===== src/rtl/board_raster.sv =====
`default_nettype none
// ============================================================================
// Module   : board_raster
// Purpose  : 10x20 playfield occupancy store with row-collapse engine and a
//            2-stage raster pipeline producing is_block / is_grid per pixel.
// Revision : 1.0
// ============================================================================
module board_raster #(
    parameter int X0        = 240,
    parameter int Y0        = 80,
    parameter int CELL_LOG2 = 4,
    parameter int COLS      = 10,
    parameter int ROWS      = 20
) (
    input  logic            Clk,
    input  logic            Reset_n,
    input  logic [9:0]      DrawX,
    input  logic [9:0]      DrawY,
    input  logic            wr_en,
    input  logic [4:0]      wr_row,
    input  logic [3:0]      wr_col,
    input  logic            wr_data,
    input  logic            clr_req,
    input  logic [4:0]      clr_row,
    output logic            busy,
    output logic [ROWS-1:0] row_full,
    output logic            is_block,
    output logic            is_grid,
    output logic [9:0]      DrawX_d,
    output logic [9:0]      DrawY_d
);

    localparam logic [9:0] c_x_first = 10'(X0);
    localparam logic [9:0] c_y_first = 10'(Y0);
    localparam logic [9:0] c_x_span  = 10'(COLS << CELL_LOG2);
    localparam logic [9:0] c_y_span  = 10'(ROWS << CELL_LOG2);
    localparam logic [4:0] c_rows    = 5'(ROWS);
    localparam logic [3:0] c_cols    = 4'(COLS);

    localparam logic [0:0] c_st_idle  = 1'b0;
    localparam logic [0:0] c_st_shift = 1'b1;

    // ------------------------------------------------------------------
    // Collapse FSM and board storage
    // ------------------------------------------------------------------
    logic [0:0]                 state_q, state_d;
    logic [4:0]                 p_q, p_d;
    logic [ROWS-1:0][COLS-1:0]  board_q, board_d;
    logic                       w_wr_ok;
    logic                       w_clr_ok;
    logic                       busy_w;

    assign w_wr_ok  = (state_q == c_st_idle) && wr_en
                      && (wr_row < c_rows) && (wr_col < c_cols);
    assign w_clr_ok = (state_q == c_st_idle) && clr_req && (clr_row < c_rows);

    always_ff @(posedge Clk or negedge Reset_n) begin
        if (!Reset_n) begin
            state_q <= c_st_idle;
        end else begin
            state_q <= state_d;
        end
    end

    always_comb begin
        state_d = state_q;
        case (state_q)
            c_st_idle:  if (w_clr_ok) state_d = c_st_shift;
            c_st_shift: if (p_q == 5'd0) state_d = c_st_idle;
            default:    state_d = c_st_idle;
        endcase
    end

    always_comb begin
        busy_w = (state_q == c_st_shift);
    end

    assign busy = busy_w;

    // A simultaneous write and clear both apply in IDLE: the write lands now,
    // the first shift step runs next cycle on the updated board.
    always_comb begin
        board_d = board_q;
        p_d     = p_q;
        if (state_q == c_st_idle) begin
            if (w_wr_ok) begin
                board_d[wr_row][wr_col] = wr_data;
            end
            if (w_clr_ok) begin
                p_d = clr_row;
            end
        end else begin
            if (p_q != 5'd0) begin
                board_d[p_q] = board_q[p_q - 5'd1];
                p_d          = p_q - 5'd1;
            end else begin
                board_d[0] = '0;
            end
        end
    end

    always_ff @(posedge Clk or negedge Reset_n) begin
        if (!Reset_n) begin
            board_q <= '0;
            p_q     <= 5'd0;
        end else begin
            board_q <= board_d;
            p_q     <= p_d;
        end
    end

    for (genvar r = 0; r < ROWS; r++) begin : g_row_full
        assign row_full[r] = &board_q[r];
    end

    // ------------------------------------------------------------------
    // Raster pipeline, stage 1: board-relative coordinates and area tests
    // ------------------------------------------------------------------
    logic [9:0] w_rx;
    logic [9:0] w_ry;
    logic       w_x_ge;
    logic       w_y_ge;
    logic       w_in_area;
    logic       w_in_cell;

    logic       s1_in_cell_q, s1_in_cell_d;
    logic       s1_on_line_q, s1_on_line_d;
    logic [3:0] s1_col_q,     s1_col_d;
    logic [4:0] s1_row_q,     s1_row_d;
    logic [9:0] s1_x_q,       s1_x_d;
    logic [9:0] s1_y_q,       s1_y_d;

    assign w_rx   = DrawX - c_x_first;
    assign w_ry   = DrawY - c_y_first;
    assign w_x_ge = (DrawX >= c_x_first);
    assign w_y_ge = (DrawY >= c_y_first);

    // The area range is one pixel wider than the cell range so the right
    // and bottom border lines are drawn.
    assign w_in_area = w_x_ge && w_y_ge && (w_rx <= c_x_span) && (w_ry <= c_y_span);
    assign w_in_cell = w_x_ge && w_y_ge && (w_rx <  c_x_span) && (w_ry <  c_y_span);

    always_comb begin
        s1_in_cell_d = w_in_cell;
        s1_on_line_d = w_in_area && ((w_rx[CELL_LOG2-1:0] == '0)
                                  || (w_ry[CELL_LOG2-1:0] == '0));
        // Indices are forced to zero off-board so a wrapped rx/ry can never
        // address a row or column outside the playfield.
        s1_col_d     = w_in_cell ? w_rx[CELL_LOG2 +: 4] : 4'd0;
        s1_row_d     = w_in_cell ? w_ry[CELL_LOG2 +: 5] : 5'd0;
        s1_x_d       = DrawX;
        s1_y_d       = DrawY;
    end

    always_ff @(posedge Clk or negedge Reset_n) begin
        if (!Reset_n) begin
            s1_in_cell_q <= 1'b0;
            s1_on_line_q <= 1'b0;
            s1_col_q     <= 4'd0;
            s1_row_q     <= 5'd0;
            s1_x_q       <= 10'd0;
            s1_y_q       <= 10'd0;
        end else begin
            s1_in_cell_q <= s1_in_cell_d;
            s1_on_line_q <= s1_on_line_d;
            s1_col_q     <= s1_col_d;
            s1_row_q     <= s1_row_d;
            s1_x_q       <= s1_x_d;
            s1_y_q       <= s1_y_d;
        end
    end

    // ------------------------------------------------------------------
    // Raster pipeline, stage 2: board lookup against the live board
    // ------------------------------------------------------------------
    logic       is_block_q, is_block_d;
    logic       is_grid_q,  is_grid_d;
    logic [9:0] x_d_q,      x_d_d;
    logic [9:0] y_d_q,      y_d_d;

    always_comb begin
        is_block_d = s1_in_cell_q && board_q[s1_row_q][s1_col_q];
        is_grid_d  = s1_on_line_q;
        x_d_d      = s1_x_q;
        y_d_d      = s1_y_q;
    end

    always_ff @(posedge Clk or negedge Reset_n) begin
        if (!Reset_n) begin
            is_block_q <= 1'b0;
            is_grid_q  <= 1'b0;
            x_d_q      <= 10'd0;
            y_d_q      <= 10'd0;
        end else begin
            is_block_q <= is_block_d;
            is_grid_q  <= is_grid_d;
            x_d_q      <= x_d_d;
            y_d_q      <= y_d_d;
        end
    end

    assign is_block = is_block_q;
    assign is_grid  = is_grid_q;
    assign DrawX_d  = x_d_q;
    assign DrawY_d  = y_d_q;

endmodule
`default_nettype wire


===== config.mk =====
export PLATFORM = sky130hd
export DESIGN_NAME = board_raster
export DESIGN_NICKNAME = d
export VERILOG_FILES = /design/src/rtl/board_raster.sv
export SDC_FILE = /design/constraint.sdc
export NUM_CORES = 1
export LEC_CHECK = 0
export CAP_MARGIN = 25
export CELL_PAD_IN_SITES_DETAIL_PLACEMENT = 0
export CELL_PAD_IN_SITES_GLOBAL_PLACEMENT = 2
export CORE_ASPECT_RATIO = 0.75
export CORE_UTILIZATION = 35
export CTS_CLUSTER_SIZE = 16
export DETAILED_ROUTE_END_ITERATION = 8
export MAX_ROUTING_LAYER = met4
export PLACE_DENSITY = 0.8
export SYNTH_ARGS = -nofsm -noshare
export SYNTH_HDL_FRONTEND = slang
export SYNTH_SLANG_ARGS = --single-unit
export TNS_END_PERCENT = 10

===== constraint.sdc =====
create_clock -name Clk -period 4.37 [get_ports Clk]
set_clock_uncertainty 0.05 [all_clocks]
set_input_delay 0.874 -clock Clk [delete_from_list [all_inputs] [get_ports Clk]]
set_output_delay 0.874 -clock Clk [all_outputs]
set_load 0.005 [all_outputs]

After elaboration in Yosys (flattened, before gate mapping)
Index checks and enable logic that the tools add are counted.

storage, ports and cells
  flip-flop bits (word level) = 259
  bits of input ports = 39
  word-level logic and storage cells = 125

cells by class
  add/subtract/negate cells = 3
  order comparisons = 18
  equal/unequal tests = 1
  muxes and demuxes = 26
  bitwise gates (word level) = 1
  reduce and logical (&&, ||, !) cells = 44

operators with widths
  cell                     count
  $bwmux W200              2
  $mux W200                2
  $reduce_and A10 Y1       20
  $mux W190                1
  $bmux W10 S5             2
  $demux W10 S5            2
  $mux W10                 5
  $lt A5 B6 Y1 const B     4
  $mux W5                  4
  $logic_and A1 B1 Y1      15
  $ge A10 B7 Y1 const B    1
  $ge A10 B8 Y1 const B    1
  $ge A5 B1 Y1 const B     2
  $le A10 B8 Y1 const B    1
  $le A10 B9 Y1 const B    1
  $lt A10 B8 Y1 const B    1
  $lt A10 B9 Y1 const B    1
  $lt A4 B5 Y1 const B     2
  $lt A5 B5 Y1 const B     2
  $sub A10 B7 Y10 const B  1
  $sub A10 B8 Y10 const B  1
  $logic_not A4 Y1         2
  $logic_not A5 Y1         1
  $reduce_bool A5 Y1       1
  13 further kinds         18

Longest topological paths before layout
Gate-level depths: netlist (run 1).

  depth after elaboration = 9
  gate-level depth with buffers = 15

Least setup slack after synthesis (run 1)
No wires, ideal clock.

  kind = register to register
  from = register p_q[0]
  to = register board_q[162] (netlist name)
  library setup time = 0.127 ns
  arrival = 3.221 ns
  slack = 0.972 ns
  stages on the path, launching flop included = 15
  cells stage by stage = dfrtp_1 -> buf_6 -> buf_12 -> buf_12 -> inv_1 -> ha_1 -> clkbuf_1 -> clkbuf_1 -> mux4_2 -> nand2_1 -> nand3_1 -> a31oi_1 -> clkbuf_1 -> o21ai_0 -> mux2_1

on the way
  longest elaborated chain between the ends = 7
  elaborated cells between the ends (all ways) = 14
  classes of those cells = add/sub (1); order compare (2); eq/ne (1); mux (7); reduce/logical (3)

ends and longest elaborated chain
  what                                                   RTL line  RTL
  from (decl)                                            47        logic [4:0] p_q, p_d;
  from (signal assigned)                                 108       p_q <= p_d;
  branches (longest 7 deep; another with $sub A5 B1 Y5)  n/a
  to (signal assigned)                                   107       board_q <= board_d;
  to (decl)                                              48        logic [ROWS-1:0][COLS-1:0] board_q, board_d;

Several ways; the timed one is not identified. The select of a mux whose other input is x is not followed.
A chain may end at the register's enable or synchronous reset.

Worst setup path in the final report (run 1)
  from = register state_q, in the netlist busy
  to = output port busy

RTL lines
  what                    RTL line  RTL
  from (decl)             46        logic [0:0] state_q, state_d;
  from (signal assigned)  59        state_q <= c_st_idle;
  from (signal assigned)  61        state_q <= state_d;
  to (decl)               25        output logic busy,

No word-level cell between the ends.

==> results.md, run 1 <==
* CTS tree: built
* Fin. max-slew vios at 0
* Cell variety after synth at 64
* CP Data Required Time at 3.45 ns
* Synth Warn # at 0
* Mean Syn Cell Area at 9.63 um2
* Fraction of layout cells with a size suffix above 1 at 23.6%
* Clock Latency Late Sink at 0.59 ns
* Beginning of the worst register-to-register path: p_q[1]$_DFFE_PN0P_
* Detail Route Antenna Nets at 0
* # DRC at 0
* Clk root buf: clkbuf_16
* Critical Path Fanout Max at 89
* Maximum vdd drop at 0.581 mV
* Max Cap Violations at 0
* Via count at 15700
* CTS Hold Bufs at 0
* Filler Cell Count at 4660
* WP data arrival at 2.76 ns
* Minimum clock period at 3.69 ns
* Via density at 6.34
* Reg2Reg Setup Slack at 0.72 ns
* Sink Count at 259
* Drt wl/cell at 28.0 um
* IO Pins at 82
* Min-Delay Path Class: in -> async
* First-pass GRT wire length at 103 mm
* Sequential share of the synthesized area at 37.7%
* Post-synth net total at 1833
* # rows at 69
* Setup TNS at 0 ns
* Overall routing resource usage at 28.3%
* Mapped cell area at 17200 um2
* Fraction of registers with async set or reset after synthesis at 100%
* H-tree levels at 1
* Total Wirelength at 69.4 mm
* Clock transition at path regs at 0.06 ns
* Rel. slew slack at 27.3%
* RSZ-0062 raised after global routing: false
* Largest net degree at the start of global routing at 90
* Full die area at 50000 um2
* Hpwl dp at 46.7 mm
* RePlAce Congestion at 0.964
* Worst path bufs/invs at 2
* Setup WS pre-CTS at 0.750 ns
* GR Overflow Total at 0
* CORE AREA at 47900 um2
* Nets at 1871
* Vert. Die Dim at 194 um
* Starting DRT DRC Count at 2143
* Reg-to-reg endpoint: board_q[85]$_DFFE_PN0P_
* CP max-delay cell: buf_4
* Synth Instances at 1784
* Crit-path cells: buf_4 > clkdlybuf4s50_1
* Number of synthesized register bits at 259
* Area delta synth->final at 15.4%
* Final period util at 84.4%
* # setup viols final at 0
* IO Port Bufs at 81
* Total CTS buffers at 30
* Final Hold Viols at 0
* Fmax at 271 MHz
* Commonest non-fill, non-tap cell in the layout: dfrtp_1
* Worst Setup Path Type: reg -> out
* Max Root-Sink Buffers at 3
* Worst setup margin at 0.683 ns
* Status: finished clean
* # resized after CTS at 0
* Initial antenna violation count at 3
* Post-synth top flop: dfrtp_1
* Initial cell density of the core at 35.9%
* CP Launch Type: flip-flop
* Number of synthesized flops with an enable pin at 0
* Leakage power at 8.00 nW
* Die Wd at 258 um
* Layout Utilization at 41.4%
* CP endpoint kind: output pin
* Cells on worst reg2reg path at 9
* Vias in the first global route at 14900
* Actual slew at the worst max-slew pin at 1.08 ns
* CP top delay family: buffers and inverters
* Post-CTS Setup Inserts at 0
* Pwr dens at 789 nW/um2
* Slowest stage delay, CP at 0.86 ns
* Most frequent cells in the layout: dfrtp_1 (254), o21ai_0 (224), nor2_1 (220)
* First drt pass iteration count at 6
==> metrics by stage <==
stage               cells  hold WS [ns]  instance area (um2)  total power, W
finish               2484         0.230                19800          0.0156
global route         2484         0.273                19800          0.0163
CTS                  2482         0.256                19800          0.0154
detailed placement   2429         0.286                18900          0.0128
global placement     2429         0.282                18900          0.0127
floorplan            1784         0.281                17200         0.00939
==> Yosys cell counts, drive strengths merged (2+ instances only) <==
cell / n / area share [%]
nand3: 49 / 1.4
ha: 10 / 0.73
xor2: 3 / 0.15
clkbuf: 110 / 2.8
dfrtp: 259 / 38
inv: 13 / 0.28
or3: 6 / 0.22
nand4: 44 / 1.6
and3: 2 / 0.073
buf: 38 / 1.5
and4b: 2 / 0.12
mux4: 92 / 12
nor2: 224 / 4.9
or2: 18 / 0.66
or4: 3 / 0.15
nand2b: 13 / 0.47
nor2b: 18 / 0.66
nor3b: 7 / 0.31
a211oi: 2 / 0.087
a22oi: 17 / 0.74
o2111ai: 2 / 0.10
o31ai: 3 / 0.16
a31oi: 15 / 0.58
and2: 4 / 0.15
a21o: 2 / 0.087
a32oi: 2 / 0.10
o21ai: 234 / 6.8
nand2: 105 / 2.3
nor4b: 2 / 0.10
a21oi: 198 / 5.8
nand3b: 2 / 0.087
mux2: 197 / 13
mux2i: 27 / 1.6
nor3: 37 / 1.1
nor4: 6 / 0.22
xnor2: 5 / 0.25
==> logic make-up after synthesis <==
kind of cell,Yosys count,synth area share [%]
simple gates,545,14.7
compound gates,483,14.9
mux,316,26.9
flops,259,37.7
buf+inv,163,4.65
fa+ha+maj,10,0.728
xor+xnor,8,0.408
==> flip-flops by register name, summed over array words and instances, names as in the netlist <==
signal        cells
DrawX_d          10
DrawY_d          10
board_q         200
busy              1
is_block          1
is_grid           1
is_grid_d         1
p_q               5
s1_col_q          4
s1_in_cell_q      1
s1_row_q          5
s1_x_q           10
s1_y_q           10
==> area by class of cell <==
type	instances	area, um2	area share (%)
antenna	2	5.00	0.0252
clock buffer	44	863	4.35
clock inverter	9	93.8	0.473
inverter	14	52.6	0.265
multi-input combinational	1362	10000	50.6
sequential	259	6490	32.7
tap	639	800	4.03
timing repair buffer	155	1500	7.54
==> metal layers <==
layer | vias to the layer above | wire length [um] | global-route usage (%) | part of all wire (%)
met5 | - | 0 | - | 0
met4 | 0 | 2210 | 8.11 | 3.2
met3 | 131 | 8540 | 7.99 | 12
met2 | 993 | 27900 | 37.6 | 40
met1 | 7978 | 30800 | 41.3 | 44
li1 | 6640 | - | - | -
==> power by group <==
part	switching [W]	internal, W	total (W)
registers	0.00124	0.00324	0.00448
logic	0.00514	0.00348	0.00862
clock network	0.00111	0.00142	0.00254
==> worst max path at each step <==
| stage | startpoint | to | slack [ns] | depth (start not counted) |
|---|---|---|---|---|
| floorplan | p_q[0]$_DFFE_PN0P_ | board_q[162]$_DFFE_PN0P_ | 0.97 | 14 |
| global placement | wr_col[1] | board_q[44]$_DFFE_PN0P_ | 0.78 | 9 |
| detailed placement | wr_col[1] | board_q[173]$_DFFE_PN0P_ | 0.75 | 9 |
| CTS | busy$_DFF_PN0_ | busy | 0.71 | 2 |
| global route | p_q[1]$_DFFE_PN0P_ | board_q[58]$_DFFE_PN0P_ | 0.50 | 9 |
| finish | busy$_DFF_PN0_ | busy | 0.68 | 2 |
Note: power is estimated with default switching activity, not from simulation.
==> run 2, diff against run 1 <==
- PLACE_DENSITY: 0.8 -> 0.82
- clock period: 4.37 -> 3 ns (I/O delays scaled with it)
==> run 2 against run 1 <==
  * Critical path type is now reg -> reg
  * Largest cell class unchanged
  * Clock power up 71%
  * Critical path depth increased by 5
  * Cell count rose by 3.1%
  * Sequential cell count unchanged
  * Sequential share of layout area down 1.7 points
  * Sequential power rose by 44%
  * Total power grew 58%
==> results.md, run 2 (synthesis results as in run 1) <==
* Status: finished clean
* CP max-delay cell: mux4_1
* Nets at 1948
* Fin. max-slew vios at 0
* Rel. slew slack at 53.7%
* Fraction of layout cells with a size suffix above 1 at 27.1%
* Final Hold Viols at 0
* Hpwl dp at 48.3 mm
* Initial cell density of the core at 35.9%
* CP Launch Type: flip-flop
* Total Wirelength at 72.1 mm
* First drt pass iteration count at 8
* Clock transition at path regs at 0.06 ns
* Total power at 0.0248 W
* Sink Count at 259
* RSZ-0062 raised after global routing: true
* Vias in the first global route at 15500
* Worst Setup Path Type: reg -> reg
* Starting DRT DRC Count at 2191
* Clock Latency Late Sink at 0.62 ns
* Drt wl/cell at 28.1 um
* ANT cells at 0
* Minimum clock period at 2.91 ns
* Min-Delay Path Class: reg -> reg
* Most frequent cells in the layout: dfrtp_1 (254), o21ai_0 (222), nor2_1 (220)
* Via density at 6.29
* Initial antenna violation count at 3
* Clk root buf: clkbuf_16
* # DRC at 0
* CTS tree: built
* Commonest non-fill, non-tap cell in the layout: dfrtp_1
* Fmax at 344 MHz
* Via count at 16100
* Worst hold margin at 0.297 ns
* Slowest stage delay, CP at 0.68 ns
* Setup WS pre-CTS at -0.153 ns
* Cells after DPL at 2500
* Area delta synth->final at 21.6%
* Full die area at 50000 um2
* Worst setup margin at 0.0935 ns
* Max Cap Violations at 0
* Maximum vdd drop at 0.786 mV
* Worst path bufs/invs at 2
* Crit-path cells: buf_16 > mux4_1 > mux4_2 > a21oi_4 > buf_12 > o21ai_0 > mux2_2
* GR Overflow Total at 0
* Leakage power at 8.54 nW
* Max Root-Sink Buffers at 3
* Layout Utilization at 43.6%
* CP endpoint kind: flip-flop
* Max reg flops at 200
* Pwr dens at 1180 nW/um2
* H-tree levels at 1
* Die Wd at 258 um
* RePlAce Congestion at 0.971
* First-pass GRT wire length at 107 mm
* Detail Route Antenna Nets at 0
* CP top delay family: multiplexers
* WP data arrival at 3.32 ns
* IO Pins at 82
* CP Data Required Time at 3.42 ns
* Overall routing resource usage at 29.5%
* CORE AREA at 47900 um2
* # rows at 69
* Biggest register: board_q
* IO Port Bufs at 81
* Final period util at 96.9%
* Vert. Die Dim at 194 um
* Critical Path Fanout Max at 27
* Total CTS buffers at 30
* Non-filler cells, final at 2561
* Actual slew at the worst max-slew pin at 0.694 ns
* Largest net degree at the start of global routing at 115
* # setup viols final at 0
## run 2: final timing paths
kind	from	to	slack, ns	depth (start not counted)
worst min-delay path	is_grid_d$_DFF_PN0_	is_grid$_DFF_PN0_	0.30	0
worst max register to register	p_q[0]$_DFFE_PN0P_	board_q[149]$_DFFE_PN0P_	0.09	7
max in group asynchronous	Reset_n	board_q[3]$_DFFE_PN0P_	1.48	3
worst max-delay path	p_q[0]$_DFFE_PN0P_	board_q[149]$_DFFE_PN0P_	0.09	7
worst min register to register	is_grid_d$_DFF_PN0_	is_grid$_DFF_PN0_	0.30	0
min in group asynchronous	Reset_n	board_q[119]$_DFFE_PN0P_	0.48	2
## run 2: power breakdown
group          internal [W]  switching [W]  total (W)
clock network       0.00266        0.00169    0.00434
logic               0.00583        0.00815     0.0140
registers           0.00472        0.00171    0.00644
## run 2: area by class of cell
type | instances | area [um2]
fill | 4609 | 27000
multi-input combinational | 1362 | 10100
sequential | 259 | 6490
timing repair buffer | 232 | 2340
clock buffer | 41 | 842
tap | 639 | 800
clock inverter | 14 | 304
inverter | 14 | 60.1
## run 2: timing repair
| action | 4_1_cts | 5_1_grt |
|---|---|---|
| gates resized for setup | 1 | 13 |
| endpoints found under the hold margin | 21 | 0 |
| endpoints found under the setup margin | 2 | 186 |
| hold buffers | 1 | 0 |
| pin swaps | 0 | 1 |
| buffers inserted | 0 | 4 |
| gates cloned | 1 | 0 |
## run 2: per-layer routing
| layer | part of all wire, % | up-vias | global-route usage [%] |
|---|---|---|---|
| met5 | 0 | - | - |
| met4 | 3.0 | 0 | 7.50 |
| met3 | 13 | 146 | 9.93 |
| met2 | 40 | 1002 | 38.9 |
| met1 | 44 | 8156 | 42.6 |
| li1 | - | 6802 | - |
## run 2: through the flow
step	instance area (um2)	TNS, ns
global placement	19600	-16.70
floorplan	17300	-1.27
detailed placement	19600	-19.44
CTS	20800	0
global route	20900	-0.0193
finish	20900	0
==> run 3, diff against run 2 <==
- CAP_MARGIN: 25 -> not set
==> results of run 3 <==
No change in the layout: final DEF, timing and power equal those of run 2.
